[config.mk]
export PLATFORM = sky130hd
export DESIGN_NAME = updown_button_ctrl
export DESIGN_NICKNAME = d
export VERILOG_FILES = /design/src/rtl/updown_button_ctrl.sv
export SDC_FILE = /design/constraint.sdc
export NUM_CORES = 1
export LEC_CHECK = 0
export CORE_MARGIN = 2
export CORE_UTILIZATION = 50
export CTS_CLUSTER_DIAMETER = 40
export CTS_CLUSTER_SIZE = 25
export DETAILED_ROUTE_END_ITERATION = 10
export GPL_TIMING_DRIVEN = 0
export PLACE_DENSITY = 0.71
export SKIP_CTS_REPAIR_TIMING = 1
export SYNTH_ARGS = -nofsm -noshare
export SYNTH_HDL_FRONTEND = slang
export SYNTH_SLANG_ARGS = --single-unit
[constraint.sdc]
create_clock -name clk -period 2.1 [get_ports clk]
set_input_delay 0.525 -clock clk [delete_from_list [all_inputs] [get_ports clk]]
set_output_delay 0.525 -clock clk [all_outputs]
set_load 0.05 [all_outputs]
[src/rtl/updown_button_ctrl.sv]
// Two-button front end for the up/down counter: synchronize, debounce and
// turn button presses/holds into a direction bit, a one-cycle step strobe and a conflict flag.
module updown_button_ctrl #(
   parameter int unsigned DB_CYCLES  = 16,
   parameter int unsigned REP_DELAY  = 64,
   parameter int unsigned REP_PERIOD = 16
) (
   input  logic clk,
   input  logic clr,
   input  logic btn_up,
   input  logic btn_dn,
   output logic m,
   output logic step,
   output logic lock
);

   localparam int unsigned DB_W         = (DB_CYCLES < 2) ? 1 : $clog2(DB_CYCLES);
   localparam logic [DB_W-1:0] DB_LAST  = DB_W'(DB_CYCLES - 1);

   localparam int unsigned REP_MAX      = (REP_DELAY > REP_PERIOD) ? REP_DELAY : REP_PERIOD;
   localparam int unsigned REP_W        = (REP_MAX < 2) ? 1 : $clog2(REP_MAX);
   localparam int unsigned REP_DELAY_M1 = (REP_DELAY == 0) ? 0 : REP_DELAY - 1;
   localparam int unsigned REP_PER_M1   = (REP_PERIOD == 0) ? 0 : REP_PERIOD - 1;
   localparam bit          REP_EN       = (REP_DELAY != 0);

   localparam logic [1:0] ST_IDLE    = 2'd0;
   localparam logic [1:0] ST_UP_HELD = 2'd1;
   localparam logic [1:0] ST_DN_HELD = 2'd2;
   localparam logic [1:0] ST_LOCK    = 2'd3;

   // Bit 0 carries the up button, bit 1 the down button.
   logic [1:0]      sync1_q, sync1_d;
   logic [1:0]      sync2_q, sync2_d;
   logic [1:0]      deb_q, deb_d;
   logic [DB_W-1:0] db_cnt_q [2];
   logic [DB_W-1:0] db_cnt_d [2];

   logic [1:0]       state_q, state_d;
   logic [REP_W-1:0] rep_cnt_q, rep_cnt_d;
   logic             rep_first_q, rep_first_d;
   logic             m_q, m_d;
   logic             step_q, step_d;
   logic             lock_q, lock_d;

   logic             up_lvl_c;
   logic             dn_lvl_c;
   logic             held_dn_c;
   logic             own_lvl_c;
   logic             other_lvl_c;
   logic [REP_W-1:0] rep_target_c;

   // Two-flop synchronizer per raw button.
   always_comb begin
      sync1_d = {btn_dn, btn_up};
      sync2_d = sync1_q;
   end

   // Debouncer: a level change is accepted after DB_CYCLES consecutive differing samples.
   always_comb begin
      deb_d = deb_q;
      for (int i = 0; i < 2; i++) begin
         db_cnt_d[i] = '0;
         if (sync2_q[i] != deb_q[i]) begin
            if (db_cnt_q[i] == DB_LAST) begin
               deb_d[i] = sync2_q[i];
            end else begin
               db_cnt_d[i] = db_cnt_q[i] + DB_W'(1);
            end
         end
      end
   end

   assign up_lvl_c     = deb_q[0];
   assign dn_lvl_c     = deb_q[1];
   assign held_dn_c    = (state_q == ST_DN_HELD);
   assign own_lvl_c    = held_dn_c ? dn_lvl_c : up_lvl_c;
   assign other_lvl_c  = held_dn_c ? up_lvl_c : dn_lvl_c;
   assign rep_target_c = rep_first_q ? REP_W'(REP_DELAY_M1) : REP_W'(REP_PER_M1);

   // Press/hold FSM with auto-repeat; the hold counter restarts at every step it issues.
   always_comb begin
      state_d     = state_q;
      rep_cnt_d   = rep_cnt_q;
      rep_first_d = rep_first_q;
      m_d         = m_q;
      step_d      = 1'b0;
      case (state_q)
         ST_IDLE: begin
            if (up_lvl_c && dn_lvl_c) begin
               state_d = ST_LOCK;
            end else if (up_lvl_c) begin
               state_d     = ST_UP_HELD;
               m_d         = 1'b0;
               step_d      = 1'b1;
               rep_cnt_d   = '0;
               rep_first_d = 1'b1;
            end else if (dn_lvl_c) begin
               state_d     = ST_DN_HELD;
               m_d         = 1'b1;
               step_d      = 1'b1;
               rep_cnt_d   = '0;
               rep_first_d = 1'b1;
            end
         end
         ST_UP_HELD, ST_DN_HELD: begin
            if (other_lvl_c) begin
               state_d = ST_LOCK;
            end else if (!own_lvl_c) begin
               state_d = ST_IDLE;
            end else if (REP_EN) begin
               if (rep_cnt_q == rep_target_c) begin
                  m_d         = held_dn_c;
                  step_d      = 1'b1;
                  rep_cnt_d   = '0;
                  rep_first_d = 1'b0;
               end else begin
                  rep_cnt_d = rep_cnt_q + REP_W'(1);
               end
            end
         end
         ST_LOCK: begin
            if (!up_lvl_c && !dn_lvl_c) begin
               state_d = ST_IDLE;
            end
         end
         default: begin
            state_d = ST_IDLE;
         end
      endcase
      lock_d = (state_d == ST_LOCK);
   end

   always_ff @(posedge clk or negedge clr) begin
      if (!clr) begin
         sync1_q     <= '0;
         sync2_q     <= '0;
         deb_q       <= '0;
         db_cnt_q[0] <= '0;
         db_cnt_q[1] <= '0;
         state_q     <= ST_IDLE;
         rep_cnt_q   <= '0;
         rep_first_q <= 1'b0;
         m_q         <= 1'b0;
         step_q      <= 1'b0;
         lock_q      <= 1'b0;
      end else begin
         sync1_q     <= sync1_d;
         sync2_q     <= sync2_d;
         deb_q       <= deb_d;
         db_cnt_q[0] <= db_cnt_d[0];
         db_cnt_q[1] <= db_cnt_d[1];
         state_q     <= state_d;
         rep_cnt_q   <= rep_cnt_d;
         rep_first_q <= rep_first_d;
         m_q         <= m_d;
         step_q      <= step_d;
         lock_q      <= lock_d;
      end
   end

   assign m    = m_q;
   assign step = step_q;
   assign lock = lock_q;

endmodule

==> results of run 1 <==
==> cells in the mapped netlist (2+ instances only) <==
| cell | number | area (µm²) |
|---|---|---|
| nand2_1 | 5 | 18.8 |
| buf_6 | 2 | 22.5 |
| nor2_1 | 6 | 22.5 |
| dfrtp_1 | 26 | 651 |
| mux2_2 | 4 | 45.0 |
| inv_1 | 11 | 41.3 |
| clkbuf_1 | 2 | 7.51 |
| o21ai_0 | 9 | 45.0 |
| nand3b_1 | 2 | 15.0 |
| nor3b_1 | 3 | 22.5 |
| and2_1 | 3 | 18.8 |
| ha_1 | 9 | 113 |
| nand3_1 | 7 | 35.0 |
| nor2b_1 | 5 | 31.3 |
| xnor2_1 | 4 | 35.0 |
| or3_1 | 2 | 12.5 |
| nand4b_1 | 2 | 17.5 |
| a21oi_1 | 6 | 30.0 |
==> worst max-delay path by stage <==
stage,from,endpoint,slack [ps]
after floorplan,state_q[0]$_DFF_PN0_,rep_cnt_q[3]$_DFFE_PN0P_,10
after global placement,deb_q[0]$_DFFE_PN0P_,rep_cnt_q[3]$_DFFE_PN0P_,-110
after detailed placement,deb_q[0]$_DFFE_PN0P_,rep_cnt_q[3]$_DFFE_PN0P_,-160
after CTS,deb_q[0]$_DFFE_PN0P_,rep_cnt_q[3]$_DFFE_PN0P_,-200
after global routing,deb_q[0]$_DFFE_PN0P_,rep_cnt_q[3]$_DFFE_PN0P_,-70
final,state_q[1]$_DFF_PN0_,rep_cnt_q[3]$_DFFE_PN0P_,-20
==> cell type report <==
class / instances / area [µm²] / area share [%]
Inverter: 11 / 41.3 / 2.55
Tap cell: 30 / 37.5 / 2.32
Clock inverter: 1 / 30.0 / 1.85
Clock buffer: 3 / 22.5 / 1.39
Timing Repair Buffer: 15 / 130 / 8.04
Buffer: 4 / 37.5 / 2.32
Multi-Input combinational cell: 90 / 668 / 41.3
Sequential cell: 26 / 652 / 40.3
==> worst register-to-register path, cell delays in order, from the launching register on <==
cell and delay, ps:
dfrtp_2 450, ha_4 180, or3b_4 370, a311o_1 330
buf_6 130, or3b_4 390, o31ai_2 180
==> power groups by stage <==
stage	combinational, W	sequential (W)	clock [W]
finish	0.000437	0.000607	0.000335
global route	0.000482	0.000617	0.000369
CTS	0.000388	0.000611	0.000344
detailed placement	0.000385	0.000621	0
global placement	0.000374	0.000618	0
floorplan	0.000275	0.000632	0
==> cells by family after synthesis <==
group                      count (synthesis)  share of synthesized area (%)
DFF                                       26                           47.4
adders and majority gates                  9                           8.20
AOI/OAI and AO/OA                         31                           15.3
muxes                                      5                           4.01
and+or+nand+nor                           41                           17.3
xor gates and xnor gates                   4                           2.55
buffers and inverters                     15                           5.20
==> metal layers <==
metal | up-vias | global-route usage [%] | wire (µm)
met5 | - | 0 | 0
met4 | 0 | 4.08 | 14
met3 | 2 | 2.53 | 88
met2 | 16 | 25.2 | 1090
met1 | 521 | 21.0 | 1190
li1 | 507 | - | -
==> through the flow <==
step / instances / TNS, ps / utilization (%) / instance area [µm²]
after floorplan: 131 / 0 / - / 1390
after global placement: 167 / -335 / 58.3 / 1480
after detailed placement: 167 / -517 / 58.3 / 1480
after CTS: 171 / -720 / 60.4 / 1540
after global routing: 180 / -233 / 63.6 / 1620
final: 180 / -23.6 / 63.6 / 1620
==> sequential cells by signal (all words and copies together), names as in the netlist <==
register and flops:
rep_first_q 1, m 1, step 1, sync1_q 2, lock 1, sync2_q 2
db_cnt_q 8, deb_q 2, state_q 2, rep_cnt_q 6
==> results.py, run 1 <==
metrics = {
    "run_status": {
        "status": "complete, but fails checks",
        "failed_checks": "negative setup slack",
    },
    "global_routing": {
        "grt_pass1_wl_um": 4010,
        "antenna_found_initial": 0,
        "grt_pass1_vias": 963,
        "grt_usage_pct": 15.3,
        "grt_start_max_net_pins": 27,
        "grt_remaining_overflow": 0,
    },
    "critical_path": {
        "cpMaxStageDelayCell": "dfrtp_2",
        "path_common_cell": "or3b_4",
        "cp.required_ps": 2330,
        "cp_max_fo": 5,
        "crit_family": "simple AND/OR/NAND/NOR gates",
        "r2r_slack_ps": -20,
        "r2r-end": "rep_cnt_q[3]$_DFFE_PN0P_",
        "ff2ff_path_depth": 6,
        "crit_type": "flop to flop",
        "arrival_ps": 2360,
        "cp-end-kind": "flop",
        "r2r_start": "state_q[1]$_DFF_PN0_",
        "crit_chain": "ha_4 -> or3b_4 -> a311o_1 -> buf_6 -> or3b_4 -> o31ai_2",
        "crit_path_max_incr_delay_ps": 450,
        "path_depth": 6,
        "startpoint_type": "flop",
        "path_buf_inv": 1,
    },
    "worst_hold_path": {
        "min_to": "sync2_q[1]$_DFF_PN0_",
        "hp-class": "flop to flop",
        "whs_path_depth": 0,
        "holdCritStartpoint": "sync1_q[1]$_DFF_PN0_",
    },
    "clocking": {
        "cts_buffer_depth": 2,
        "cts_buffers": 3,
        "clk_pin_slew_ps": 140,
        "cts_max_level": 1,
        "clock_latency_ps": 310,
        "tritoncts": "built",
        "cts_root_buffer": "clkbuf_4",
        "cts.sink_count": 26,
    },
    "routing": {
        "drtPass1Iterations": 4,
        "vias_per_cell": 5.81,
        "wire_per_inst_um": 13.2,
        "drt-total-wl_um": 2380,
        "drc_errors": 0,
        "ant_nets": 0,
        "vias": 1046,
        "drtIter0Drc": 22,
    },
    "die": {
        "row_count": 18,
        "design.die.area_mm2": 0.00318,
        "core_area_mm2": 0.00254,
        "ios": 7,
        "die_x_um": 56.4,
        "die_h_um": 56.4,
        "start_util_pct": 53.9,
    },
    "synthesis": {
        "ys_seq_elements": 26,
        "yosysSeqAreaShare_pct": 47.4,
        "yosysWarnings": 0,
        "synth_fp_nets": 144,
        "synthCells": 131,
        "synth_area_mm2": 0.00137,
        "synthArstFlopShare_pct": 100,
        "ys_types": 41,
        "ys.flop_type": "dfrtp_1",
        "synth_edf_count": 0,
        "synth_area_per_cell_um2": 10.5,
    },
    "flow_run": {
        "cap_violations": 0,
    },
    "power_and_ir_drop": {
        "p_clk_share_pct": 24.3,
        "power.share.combinational_pct": 31.7,
        "powerDensity_mw_per_mm2": 852,
        "ir_drop_v": 0.000639,
        "p_switching_w": 0.000434,
        "swShare_pct": 31.4,
        "seqPwrFrac_pct": 44.0,
        "p_int_w": 0.000946,
        "fin_total_pwr_w": 0.00138,
        "p_leak_nw": 0.696,
    },
    "cells_and_area": {
        "antenna_cells": 0,
        "fin_nets": 164,
        "drive_gt1_share_pct": 18.0,
        "syn2layout_area_growth_pct": 18.0,
        "n_fill_cell": 210,
        "layout_common_cells": "25 x dfrtp_1, 10 x inv_1, 9 x buf_4",
        "final_common_cell": "dfrtp_1",
    },
    "sta": {
        "worst_pin_slew_ps": 1090,
        "finalSetupViolations": 1,
        "finalCritPeriodShare_pct": 101,
        "min_period_ps": 2120,
        "worst_clock_skew_ps": 1.31,
        "hold_ws_ps": 366,
        "max_freq_mhz": 471,
        "worst_slack_ps": -23.6,
        "drv_slew": 0,
        "rsz0062_at_grt": "yes",
        "hold_viol": 0,
        "relSlewSlack_pct": 26.9,
    },
    "place": {
        "hpwlAfterDp_um": 1670,
        "place_ws_ps": -156,
        "place.gp.congestion": 0.762,
        "io_buffers": 6,
    },
}
Note: power is estimated with default switching activity, not from simulation.
==> run 2: changes to the inputs <==
--- a/config.mk
+++ b/config.mk
@@ -12,6 +12,7 @@
 export DETAILED_ROUTE_END_ITERATION = 10
 export GPL_TIMING_DRIVEN = 0
 export PLACE_DENSITY = 0.71
+export RECOVER_POWER = 50
 export SKIP_CTS_REPAIR_TIMING = 1
 export SYNTH_ARGS = -nofsm -noshare
 export SYNTH_HDL_FRONTEND = slang
==> run 2 against run 1 <==
The run still ends with negative setup slack left. Global-route usage did not move. Clock skew unchanged. Utilization unchanged. Total power hardly changed. Setup slack is the same. Non-clock buffer count unchanged. First-iteration DRC count is the same. Clock power about the same. Combinational power barely moved. Die area did not move. Critical endpoint unchanged. Highest routed layer unchanged.
==> results.py, run 2 (synthesis results as in run 1) <==
metrics = {
    "clocking": {
        "cts_root_buffer": "clkbuf_4",
        "clk_pin_slew_ps": 140,
        "clock_latency_ps": 310,
        "cts_buffers": 3,
        "tritoncts": "built",
        "cts_max_level": 1,
        "cts_buffer_depth": 2,
        "cts.sink_count": 26,
    },
    "routing": {
        "wire_per_inst_um": 13.2,
        "vias_per_cell": 5.81,
        "drc_errors": 0,
        "drtIter0Drc": 22,
        "ant_nets": 0,
        "vias": 1046,
        "drtPass1Iterations": 4,
        "drt-total-wl_um": 2380,
    },
    "place": {
        "hpwlAfterDp_um": 1670,
        "place_ws_ps": -156,
        "placed_area_mm2": 0.00148,
        "io_buffers": 6,
        "place.gp.congestion": 0.762,
    },
    "die": {
        "start_util_pct": 53.9,
        "ios": 7,
        "core_area_mm2": 0.00254,
        "design.die.area_mm2": 0.00318,
        "row_count": 18,
        "die_h_um": 56.4,
        "die_x_um": 56.4,
    },
    "sta": {
        "finalCritPeriodShare_pct": 101,
        "worst_pin_slew_ps": 1090,
        "max_freq_mhz": 471,
        "worst_slack_ps": -23.6,
        "relSlewSlack_pct": 26.9,
        "rsz0062_at_grt": "yes",
        "finalSetupViolations": 1,
        "min_period_ps": 2120,
        "hold_viol": 0,
        "worst_clock_skew_ps": 1.31,
        "hold_ws_ps": 366,
        "drv_slew": 0,
    },
    "run_status": {
        "status": "complete, but fails checks",
        "failed_checks": "negative setup slack",
    },
    "cells_and_area": {
        "largest_reg_flops": 8,
        "multi_input_area_um2": 668,
        "stdcell_area_mm2": 0.00162,
        "syn2layout_area_growth_pct": 18.0,
        "final_common_cell": "dfrtp_1",
        "layout_common_cells": "25 x dfrtp_1, 10 x inv_1, 9 x buf_4",
        "n_fill_cell": 210,
        "fin_nets": 164,
        "largest_register": "db_cnt_q",
        "fin_util_pct": 63.6,
        "drive_gt1_share_pct": 18.0,
        "ff_latch_area_um2": 652,
        "reg_top3": "db_cnt_q x8, rep_cnt_q x6",
        "antenna_cells": 0,
    },
    "critical_path": {
        "cp.required_ps": 2330,
        "crit_type": "flop to flop",
        "arrival_ps": 2360,
        "startpoint_type": "flop",
        "r2r_start": "state_q[1]$_DFF_PN0_",
        "cp-end-kind": "flop",
        "cp_max_fo": 5,
        "cp-startpoint": "state_q[1]$_DFF_PN0_",
    },
    "global_routing": {
        "grt_pass1_vias": 963,
        "grt_start_max_net_pins": 27,
        "antenna_found_initial": 0,
        "grt_usage_pct": 15.3,
        "grt_pass1_wl_um": 4010,
        "grt_remaining_overflow": 0,
    },
    "power_and_ir_drop": {
        "p_leak_nw": 0.697,
        "powerDensity_mw_per_mm2": 851,
        "ir_drop_v": 0.000639,
    },
    "flow_run": {
        "cap_violations": 0,
    },
    "worst_hold_path": {
        "hp-class": "flop to flop",
        "holdCritStartpoint": "sync1_q[1]$_DFF_PN0_",
    },
}
[run 2: cell count changes in the layout (fill, tap and decap cells not counted), sizes merged]
cell | previous run | this run
clkdlybuf4s50 | 5 | 3
dlygate4sd3 | 0 | 2
[run 2: layer usage]
layer / track usage [%] / part of all wire (%) / routed length (µm) / up-vias
li1: - / - / - / 507
met2: 25.2 / 46 / 1090 / 16
met3: 2.53 / 3.7 / 88 / 2
met1: 21.0 / 50 / 1190 / 521
met5: 0 / 0 / 0 / -
met4: 4.08 / 0.59 / 14 / 0
[run 2: report_power, final]
| group | internal, W | switching [W] |
|---|---|---|
| clock | 0.000193 | 0.000143 |
| sequential | 0.000556 | 0.0000513 |
| combinational | 0.000197 | 0.000240 |
[run 2: through the flow]
stage,power [W],instances,setup TNS [ps]
floorplan,0.000907,131,0
global placement,0.000992,167,-335
CTS,0.00134,171,-720
global route,0.00147,180,-233
detailed placement,0.00101,167,-517
finish,0.00138,180,-23.6
[run 2: worst paths after layout]
check / endpoint / slack (ps) / depth (start not counted)
hold / removal: sync2_q[1]$_DFF_PN0_ / 370 / 0
setup / recovery: rep_cnt_q[3]$_DFFE_PN0P_ / -20 / 6
max in group asynchronous: state_q[1]$_DFF_PN0_ / 590 / 1
setup reg to reg: rep_cnt_q[3]$_DFFE_PN0P_ / -20 / 6
hold reg to reg: sync2_q[1]$_DFF_PN0_ / 370 / 0
min in group asynchronous: db_cnt_q[7]$_DFF_PN0_ / 780 / 1
[run 2: worst max-delay path, cell delays in order (launching register included)]
cell and delay, ps:
dfrtp_2 450, ha_4 180, or3b_4 370, a311o_1 330, buf_6 130, or3b_4 390
o31ai_2 180
[run 2: layout make-up]
class / instances / share of cell area (%)
Clock buffer: 3 / 1.39
Sequential cell: 26 / 40.3
Multi-Input combinational cell: 90 / 41.3
Inverter: 11 / 2.55
Tap cell: 30 / 2.32
Clock inverter: 1 / 1.85
Timing Repair Buffer: 15 / 8.04
Buffer: 4 / 2.32
